`config.mk`:
```
export PLATFORM = sky130hd
export DESIGN_NAME = digit_scan_mux_flat
export DESIGN_NICKNAME = d
export VERILOG_FILES = /design/src/rtl/digit_scan_if.sv /design/src/rtl/digit_scan_mux.sv /design/src/flat_wrapper.sv
export SDC_FILE = /design/constraint.sdc
export NUM_CORES = 1
export LEC_CHECK = 0
export CAP_MARGIN = 20
export CORE_ASPECT_RATIO = 1.5
export CORE_UTILIZATION = 49
export CTS_CLUSTER_SIZE = 24
export DETAILED_ROUTE_END_ITERATION = 12
export HOLD_SLACK_MARGIN = 0.02
export PLACE_DENSITY = 0.87
export SYNTH_ARGS = -nofsm -noshare
export SYNTH_HDL_FRONTEND = slang
export SYNTH_SLANG_ARGS = --single-unit
```
`constraint.sdc`:
```
create_clock -name clk_dv -period 2.2 [get_ports clk_dv]
set_input_delay 0.44 -clock clk_dv [delete_from_list [all_inputs] [get_ports clk_dv]]
set_output_delay 0.44 -clock clk_dv [all_outputs]
set_load 0.01 [all_outputs]
```
`src/rtl/digit_scan_if.sv`:
```
// -----------------------------------------------------------------------------
// digit_scan_if
//   Bundles the data-side signals of the digit scanner.
//   master : the producer of digit codes (drives digits_flat/digit_en[/dim_level],
//            observes the scan outputs).
//   slave  : the scanner itself.
//   Signals:
//     digits_flat  NUM_DIGITS*DATA_W  digit i = [i*DATA_W +: DATA_W]
//     digit_en     NUM_DIGITS         per-digit enable
//     dim_level    4                  brightness (only with DIGIT_SCAN_DIM_EN)
//     led_output   DATA_W             code of the current digit
//     an           NUM_DIGITS         one-hot anode select
//     digit_idx    clog2(NUM_DIGITS)  index of the current slot
//     frame_start  1                  pulse on entry to slot 0
// -----------------------------------------------------------------------------
`timescale 1ns/1ps

interface digit_scan_if #(
  parameter int NUM_DIGITS = 4,
  parameter int DATA_W     = 4
);
  logic [NUM_DIGITS*DATA_W-1:0]   digits_flat;
  logic [NUM_DIGITS-1:0]          digit_en;
`ifdef DIGIT_SCAN_DIM_EN
  logic [3:0]                     dim_level;
`endif
  logic [DATA_W-1:0]              led_output;
  logic [NUM_DIGITS-1:0]          an;
  logic [$clog2(NUM_DIGITS)-1:0]  digit_idx;
  logic                           frame_start;

  modport master (
    output digits_flat, digit_en,
`ifdef DIGIT_SCAN_DIM_EN
    output dim_level,
`endif
    input  led_output, an, digit_idx, frame_start
  );

  modport slave (
    input  digits_flat, digit_en,
`ifdef DIGIT_SCAN_DIM_EN
    input  dim_level,
`endif
    output led_output, an, digit_idx, frame_start
  );
endinterface

```
`src/rtl/digit_scan_mux.sv`:
```
// -----------------------------------------------------------------------------
// digit_scan_mux
//   Time-multiplexed anode scanner for an N-digit seven-segment display.
//   A one-hot anode walks through NUM_DIGITS slots; each slot is lit for
//   ON_CYCLES clk_dv edges, then all anodes are dark for BLANK_CYCLES edges
//   (anti-ghosting). Digit codes and enables are snapshotted once per frame
//   on entry to slot 0 so a frame never mixes old and new data.
//
//   Optional feature macro: DIGIT_SCAN_DIM_EN
//     Adds bus.dim_level[3:0]; within a slot the anode is lit only while the
//     on-counter is below dim_level (sampled with the frame snapshot).
//
//   Ports:
//     clk_dv  in  scan clock
//     reset   in  asynchronous, active-high
//     bus     digit_scan_if.slave (digits_flat, digit_en[, dim_level] in;
//             led_output, an, digit_idx, frame_start out, all registered)
// -----------------------------------------------------------------------------
`timescale 1ns/1ps

module digit_scan_mux #(
  parameter int NUM_DIGITS    = 4,
  parameter int DATA_W        = 4,
  parameter int ON_CYCLES     = 3,
  parameter int BLANK_CYCLES  = 1,
  parameter int AN_ACTIVE_LOW = 1
) (
  input  logic         clk_dv,
  input  logic         reset,
  digit_scan_if.slave  bus
);

  localparam int IDX_W   = $clog2(NUM_DIGITS);
  localparam int CNT_MAX = (ON_CYCLES > BLANK_CYCLES) ? ON_CYCLES : BLANK_CYCLES;
  localparam int CNT_W   = (CNT_MAX < 2) ? 1 : $clog2(CNT_MAX);
  localparam logic [NUM_DIGITS-1:0] AN_OFF =
    (AN_ACTIVE_LOW != 0) ? {NUM_DIGITS{1'b1}} : {NUM_DIGITS{1'b0}};

  typedef enum logic [1:0] {
    IDLE  = 2'd0,
    SHOW  = 2'd1,
    BLANK = 2'd2
  } state_t;

  state_t                         state_q, state_d;
  logic [IDX_W-1:0]               idx_q, idx_d;
  logic [CNT_W-1:0]               cnt_q, cnt_d;
  logic [NUM_DIGITS*DATA_W-1:0]   snap_digits_q, snap_digits_d;
  logic [NUM_DIGITS-1:0]          snap_en_q, snap_en_d;
  logic [DATA_W-1:0]              led_q, led_d;
  logic [NUM_DIGITS-1:0]          an_q, an_d;
  logic                           fs_q, fs_d;
`ifdef DIGIT_SCAN_DIM_EN
  logic [3:0]                     snap_dim_q, snap_dim_d;
`endif

  logic                           enter_slot;
  logic [IDX_W-1:0]               next_idx;
  logic [IDX_W-1:0]               succ_idx;

  // Anode pattern for slot i: at most one bit active, polarity applied.
  function automatic logic [NUM_DIGITS-1:0] anode_for(input logic [IDX_W-1:0] i,
                                                      input logic lit);
    logic [NUM_DIGITS-1:0] oh;
    oh = '0;
    if (lit) oh[i] = 1'b1;
    return (AN_ACTIVE_LOW != 0) ? ~oh : oh;
  endfunction

  assign succ_idx = (idx_q == IDX_W'(NUM_DIGITS - 1)) ? '0 : idx_q + 1'b1;

  // NOTE: every variable gets its hold/default value first so no path through
  // the case leaves one unassigned, which would otherwise infer a latch.
  always_comb begin
    state_d       = state_q;
    idx_d         = idx_q;
    cnt_d         = cnt_q;
    snap_digits_d = snap_digits_q;
    snap_en_d     = snap_en_q;
    led_d         = led_q;
    an_d          = an_q;
    fs_d          = 1'b0;
`ifdef DIGIT_SCAN_DIM_EN
    snap_dim_d    = snap_dim_q;
`endif
    enter_slot    = 1'b0;
    next_idx      = idx_q;

    case (state_q)
      IDLE: begin
        // First edge after reset release behaves as a slot-0 entry.
        enter_slot = 1'b1;
        next_idx   = '0;
      end

      SHOW: begin
        if (cnt_q == CNT_W'(ON_CYCLES - 1)) begin
          if (BLANK_CYCLES == 0) begin
            enter_slot = 1'b1;
            next_idx   = succ_idx;
          end else begin
            state_d = BLANK;
            cnt_d   = '0;
            an_d    = AN_OFF;
          end
        end else begin
          cnt_d = cnt_q + 1'b1;
`ifdef DIGIT_SCAN_DIM_EN
          // Anode tracks the on-counter value being loaded this edge.
          an_d = anode_for(idx_q, snap_en_q[idx_q] && (int'(cnt_d) < int'(snap_dim_q)));
`endif
        end
      end

      BLANK: begin
        if ((BLANK_CYCLES == 0) || (cnt_q == CNT_W'(BLANK_CYCLES - 1))) begin
          enter_slot = 1'b1;
          next_idx   = succ_idx;
        end else begin
          cnt_d = cnt_q + 1'b1;
        end
      end

      default: begin
        state_d = IDLE;
        an_d    = AN_OFF;
      end
    endcase

    if (enter_slot) begin
      // Slot 0 entry refreshes the frame snapshot; the new values are used
      // immediately for slot 0 and stay frozen for the rest of the frame.
      if (next_idx == '0) begin
        snap_digits_d = bus.digits_flat;
        snap_en_d     = bus.digit_en;
`ifdef DIGIT_SCAN_DIM_EN
        snap_dim_d    = bus.dim_level;
`endif
        fs_d          = 1'b1;
      end
      state_d = SHOW;
      idx_d   = next_idx;
      cnt_d   = '0;
      led_d   = snap_digits_d[int'(next_idx)*DATA_W +: DATA_W];
`ifdef DIGIT_SCAN_DIM_EN
      an_d    = anode_for(next_idx, snap_en_d[next_idx] && (snap_dim_d != 4'd0));
`else
      an_d    = anode_for(next_idx, snap_en_d[next_idx]);
`endif
    end
  end

  // NOTE: state registers use non-blocking assignments so every flop samples
  // the pre-edge value of its neighbours regardless of process ordering.
  always_ff @(posedge clk_dv or posedge reset) begin
    if (reset) begin
      state_q       <= IDLE;
      idx_q         <= '0;
      cnt_q         <= '0;
      snap_digits_q <= '0;
      snap_en_q     <= '0;
      led_q         <= '0;
      an_q          <= AN_OFF;
      fs_q          <= 1'b0;
`ifdef DIGIT_SCAN_DIM_EN
      snap_dim_q    <= '0;
`endif
    end else begin
      state_q       <= state_d;
      idx_q         <= idx_d;
      cnt_q         <= cnt_d;
      snap_digits_q <= snap_digits_d;
      snap_en_q     <= snap_en_d;
      led_q         <= led_d;
      an_q          <= an_d;
      fs_q          <= fs_d;
`ifdef DIGIT_SCAN_DIM_EN
      snap_dim_q    <= snap_dim_d;
`endif
    end
  end

  assign bus.led_output  = led_q;
  assign bus.an          = an_q;
  assign bus.digit_idx   = idx_q;
  assign bus.frame_start = fs_q;

endmodule

```
`src/flat_wrapper.sv`:
```
// flat-port wrapper written by rule: the top's interface ports become plain ports
module digit_scan_mux_flat 
#(
  parameter int NUM_DIGITS    = 4,
  parameter int DATA_W        = 4,
  parameter int ON_CYCLES     = 3,
  parameter int BLANK_CYCLES  = 1,
  parameter int AN_ACTIVE_LOW = 1
)
  (clk_dv, reset, bus_digits_flat, bus_digit_en, bus_led_output, bus_an, bus_digit_idx, bus_frame_start);
  digit_scan_if #(.NUM_DIGITS(NUM_DIGITS), .DATA_W(DATA_W)) bus_i ();
  input  logic clk_dv;
  input  logic reset;
  input wire logic [$bits(bus_i.digits_flat)-1:0] bus_digits_flat;
  input wire logic [$bits(bus_i.digit_en)-1:0] bus_digit_en;
  output wire logic [$bits(bus_i.led_output)-1:0] bus_led_output;
  output wire logic [$bits(bus_i.an)-1:0] bus_an;
  output wire logic [$bits(bus_i.digit_idx)-1:0] bus_digit_idx;
  output wire logic [$bits(bus_i.frame_start)-1:0] bus_frame_start;
  assign bus_i.digits_flat = bus_digits_flat;
  assign bus_i.digit_en = bus_digit_en;
  assign bus_led_output = bus_i.led_output;
  assign bus_an = bus_i.an;
  assign bus_digit_idx = bus_i.digit_idx;
  assign bus_frame_start = bus_i.frame_start;
  digit_scan_mux #(.NUM_DIGITS(NUM_DIGITS), .DATA_W(DATA_W), .ON_CYCLES(ON_CYCLES), .BLANK_CYCLES(BLANK_CYCLES), .AN_ACTIVE_LOW(AN_ACTIVE_LOW)) u_core (.clk_dv(clk_dv), .reset(reset), .bus(bus_i));
endmodule
```
# Yosys cells after proc, flatten, opt, wreduce, memory -nomap -nowiden
# Cells that the tools add are included.
word_totals:
  ff_bits: 35
  output_inout_bits: 11
  word_cells: 56
classes:
  add_sub_neg: 2
  n_lt_le_gt_ge: 2
  eq_ne: 7
  shifts: 1
  n_mux: 27
  n_bitwise: 1
  reduce_logical: 8
ops:
  columns: ["op", "count"]
  rows:
  - ["2-to-1 mux 16 bit", 2]
  - ["2-to-1 mux 4 bit", 6]
  - ["indexed part select 16 x 5 -> 4 bit", 1]
  - ["2-to-1 mux 2 bit", 7]
  - ["one-hot mux 2 bit (2 select lines)", 3]
  - ["one-hot mux 4 bit (2 select lines)", 1]
  - ["== test 2 bit (second input constant)", 3]
  - ["logical NOT 2 bit", 3]
  - ["2-to-1 mux 1 bit", 5]
  - ["adder 2 x 1 -> 2 bit (second input constant)", 2]
  - ["inverter 4 bit", 1]
  - ["AND reduction 2 bit", 2]
  - ["less-than comparator 2 x 3 -> 1 bit (second input constant)", 1]
  - ["inequality test 3 x 1 -> 1 bit (second input constant)", 1]
  - ["inequality test 3 x 2 -> 1 bit (second input constant)", 1]
  - ["nonzero test 3 bit", 1]
  - ["binary-select mux 1 bit (select 2 bit)", 1]
  - ["demux 1 bit (select 2 bit)", 1]
  - ["== test 2 x 1 -> 1 bit (second input constant)", 1]
  - [">= comparator 2 x 1 -> 1 bit (second input constant)", 1]
  - ["inequality test 2 x 1 -> 1 bit (second input constant)", 1]
  - ["one-hot mux 1 bit (2 select lines)", 1]
  - ["OR reduction 2 bit", 1]
  - ["logical AND 1 bit", 1]

# Logic depth before layout (Yosys ltp)
depth:
  word_depth: 13
  mapped_depth: 8
  mapped_depth_nobuf: 6

# Worst setup path before layout
# Ideal clock, no wire load.
synth_path:
  path_type: "register to register"
  startpoint: "register u_core.cnt_q[0]"
  endpoint: "register u_core.snap_digits_q[10]"
  setup_ns: 0.125
  arrival_ns: 1.903
  setup_slack_ns: 0.172
  path_stages_with_launch: 9
  path_buffers: 2
  period_less_slack_ns: 2.028
  cell_sequence: "dfrtp_1 -> buf_6 -> or2_4 -> a21o_4 -> a21oi_4 -> inv_6 -> nor2_8 -> buf_8 -> mux2_4"
synth_via:
  elab_chain_len: 6
synth_lines:
  columns: ["element", "line_no", "source"]
  rows:
  - ["start, declared", "digit_scan_mux.sv:47", "logic [CNT_W-1:0] cnt_q, cnt_d;"]
  - ["start signal, assigned", "digit_scan_mux.sv:171", "cnt_q <= cnt_d;"]
  - ["logical NOT 2 bit *", "digit_scan_mux.sv:116", "if ((BLANK_CYCLES == 0) || (cnt_q == CNT_W'(BLANK_CYCLES - 1))) begin"]
  - ["2-to-1 mux 2 bit", "digit_scan_mux.sv:116", null]
  - ["one-hot mux 2 bit (2 select lines)", "digit_scan_mux.sv:89", "case (state_q)"]
  - ["logical NOT 2 bit", "digit_scan_mux.sv:133", "if (next_idx == '0) begin"]
  - ["2-to-1 mux 16 bit", "digit_scan_mux.sv:133", null]
  - ["2-to-1 mux 16 bit", "digit_scan_mux.sv:130", "if (enter_slot) begin"]
  - ["end signal, assigned", "digit_scan_mux.sv:172", "snap_digits_q <= snap_digits_d;"]
  - ["end, declared", "digit_scan_mux.sv:48", "logic [NUM_DIGITS*DATA_W-1:0] snap_digits_q, snap_digits_d;"]
# Every way passes the cells marked *; elsewhere a longest branch is shown, timed or not. The select of a mux whose other input is x is not followed.
# A chain may end at the register's enable or synchronous reset.

# Worst setup path in the final report
layout_path:
  startpoint: "register u_core.cnt_q[1]"
  endpoint: "register u_core.snap_digits_q[6]"
# Same word-level chain as after synthesis.

==> reports/qor.log <==
[yosys] sequential-to-total area share from yosys stat 51.85%
[final_layout] layout cells sized above 1 22.88%
[global_routing] vias in the first global route 1,060
[global_routing] initial antenna violation count 0
[routing] total wirelength of the detailed-routed design 2877 µm
[clocking] H-tree levels 2
[final_layout] count of inserted antenna diode cells 0
[yosys] number of synthesis warnings 0
[worst_hold_path] Hold Path Class register to register
[final_layout] most common library cell in the layout ignoring fill and taps sky130_fd_sc_hd__clkdlybuf4s50_1
[clocking] Clk pin slew, worst setup/hold paths 60 ps
[sta] hold violation count in the final report 0
[sta] Final Skew 7.040 ps
[clocking] post-CTS resize count 0
[final_layout] commonest non-fill, non-tap cells in the layout 32 x sky130_fd_sc_hd__clkdlybuf4s50_1, 26 x sky130_fd_sc_hd__dfrtp_1, 11 x sky130_fd_sc_hd__mux2_4
[critical_path] kind of start point of the critical path register
[yosys] synthesis-stage register bit count 30
[floorplan] floorplan die area 3202 µm²
[yosys] total nets after synthesis 137
[sta] Setup TNS 0 ps
[clocking] CTS sink cnt 30
[clocking] source-to-sink clock delay at the later pin of the worst-skew pair 290 ps
[placed_design] input/output buffers 32
[global_routing] total congestion overflow after global routing 0
[critical_path] category of the worst setup path capture point register
[sta] Rel. slew slack 72.60%
[sta] post-route worst setup slack 144.1 ps
[final_layout] layout overhead on the synthesized area 29.79%
[clocking] hold buffers post-CTS 0
[yosys] synthesized area per cell 12.79 µm²
[routing] number of optimization iterations in the first detailed-route pass 6
[floorplan] Die Y 68.80 µm
[sta] final clock period utilization by the worst path 93.45%
[run] max-capacitance violation count 0
[floorplan] Die W 46.54 µm
[sta] transition time at the pin with the least slew margin 410.2 ps
[routing] average detailed-routed wire length per instance 15.14 µm
[placed_design] post-placement setup slack 147.6 ps
[critical_path] CP required 2370 ps
[yosys] number of unique standard cell types used by synthesis 37
[clocking] post-CTS setup-driven buffer insertion count 0
[critical_path] arrival time of the worst setup path 2230 ps
[global_routing] maximum number of pins on one net before global-route repair 31
[clocking] Inserted Clock Buffers 5
[critical_path] Crit Path Class register to register
[global_routing] Global Route Usage Sum 22.14%
[sta] time the final worst path needs with I/O delays and setup 2056 ps
[placed_design] HPWL after detailed placement 2036 µm
[sta] unrepaired setup endpoints after global routing no
[routing] Residual DRC 0
[yosys] cells after synthesis 114
[run_status] result of the run completed
[final_layout] area of the multi-input gates 628.1 µm²
[clocking] CTS Buffer Depth 2
[power_and_ir_drop] Max IR drop VDD 463.3 µV
[clocking] clock root buffer master sky130_fd_sc_hd__clkbuf_8
[global_routing] global-route wire length before repair 4705 µm
[final_layout] Filler Cell Count 207
[floorplan] cell row count 23
[floorplan] ports placed on the boundary 33
[power_and_ir_drop] power density normalized to cell area 596.8 nW/µm²
[sta] number of slew-limit violations in the final report 0
[clocking] TritonCTS clock tree yes
[routing] vias after detailed routing 1,029
[final_layout] final net count 175
[floorplan] initial cell density of the core 53.32%
[power_and_ir_drop] reported leakage power 0.8665 nW
[routing] number of routed nets with antenna violations 0
[placed_design] routability congestion estimate from global placement 0.8067
[critical_path] biggest fanout along the worst timing path 17
[routing] ratio of routed vias to standard cells 5.416
[yosys] post-synthesis instance area 1458 µm²
[routing] Detailed Route Iter0 Violations 32
[final_layout] sequential cell area 755.7 µm²
[sta] Setup-failing EPs final 0
[floorplan] Core Box Area 2734 µm²
[sta] maximum achievable frequency 486.4 MHz
==> critical path, cell delays in order (launching register included) <==
cell	delay, ps
sky130_fd_sc_hd__dfrtp_1	440
sky130_fd_sc_hd__or2_4	290
sky130_fd_sc_hd__a21o_4	250
sky130_fd_sc_hd__a21oi_4	200
sky130_fd_sc_hd__inv_6	60
sky130_fd_sc_hd__nor2_8	310
sky130_fd_sc_hd__mux2_2	380
==> synthesized netlist by cell type, drive strengths merged <==
cell type  instances  area share, %
mux2i              7            4.8
o221ai             3            1.8
mux2              14             14
dfrtp             26             45
dfstp              4            7.2
nand3              4            1.4
inv                4            1.4
or2b               1           0.52
nor2b              1           0.43
xnor2              1           0.60
a22oi              1           0.52
a21o               2            1.5
o32a               2            1.5
o2bb2ai            1           0.60
a31oi              1           0.43
o21ai              8            2.7
and2b              1           0.52
a21oi              4            2.1
o21a               1           0.52
nor2               6            2.7
buf                3            3.2
a22o               2            1.2
nand2              9            2.3
ha                 1           0.86
and3               1           0.43
or2                1           0.60
nand3b             1           0.52
clkbuf             2           0.52
nand2b             2           0.86
==> layer usage <==
| metal | GRT usage, % | vias to the layer above | part of all wire [%] |
|---|---|---|---|
| met5 | 0 | - | 0 |
| met4 | 12.13 | 0 | 2.6 |
| met3 | 8.594 | 5 | 5.7 |
| met2 | 35.59 | 36 | 53 |
| met1 | 24.36 | 507 | 39 |
| li1 | - | 481 | - |
==> power breakdown <==
group	internal (mW)	switching, mW	leakage (nW)	total, mW
clock	0.252	0.203	0.0482	0.454
combinational	0.0624	0.0295	0.466	0.0919
sequential	0.572	0.0109	0.352	0.583
==> kinds of logic (layout without fill, tap and decap cells) <==
logic type / count (synthesis) / count (layout) / synth area share, %
flip-flops: 30 / 30 / 51.85
AND/OR/NAND/NOR: 27 / 27 / 10.22
AO/OA/AOI/OAI: 25 / 25 / 12.96
multiplexers: 21 / 21 / 18.46
buffers and inverters: 9 / 48 / 5.064
adder cells (fa/ha/maj): 1 / 1 / 0.8582
XOR/XNOR: 1 / 1 / 0.6010
==> registers in the layout (all words and copies together) (netlist names) <==
register,cells
u_core.bus.digit_idx,2
u_core.snap_en_q,3
u_core.cnt_q,2
u_core.bus.led_output,4
u_core.bus.frame_start,1
u_core.snap_digits_q,12
u_core.bus.an,4
u_core.state_q,2
==> final timing paths <==
| path | from | endpoint | slack (ps) | cells past startpoint |
|---|---|---|---|---|
| max | u_core.cnt_q[1] | u_core.snap_digits_q[6] | 140 | 6 |
| min | u_core.snap_en_q[2] | u_core.bus.an[2] | 440 | 1 |
| max reg2reg | u_core.cnt_q[1] | u_core.snap_digits_q[6] | 140 | 6 |
| min reg2reg | u_core.snap_en_q[2] | u_core.bus.an[2] | 440 | 1 |
| max in group asynchronous | reset | u_core.bus.an[1] | 1360 | 3 |
| min in group asynchronous | reset | u_core.snap_en_q[3] | 520 | 3 |
==> per-stage QoR <==
stage / util [%] / hold WS [ps] / std cells / area, µm² / total power, mW
global placement: 65.86 / 426.5 / 182 / 1800 / 0.6813
global route: 69.20 / 478.3 / 190 / 1892 / 1.172
floorplan: - / 392.7 / 114 / 1458 / 0.6259
detailed placement: 65.86 / 428.1 / 182 / 1800 / 0.6849
CTS: 69.20 / 441.7 / 190 / 1892 / 1.144
finish: 69.20 / 438.3 / 190 / 1892 / 1.129
==> final cells by class <==
| type | instances | area share (%) |
|---|---|---|
| Clock buffer | 7 | 4.564 |
| Clock inverter | 1 | 0.2646 |
| Inverter | 4 | 1.058 |
| Multi-Input combinational cell | 75 | 33.20 |
| Sequential cell | 30 | 39.95 |
| Tap cell | 37 | 2.447 |
| Timing Repair Buffer | 36 | 18.52 |
(Power assumes the default switching activity.)
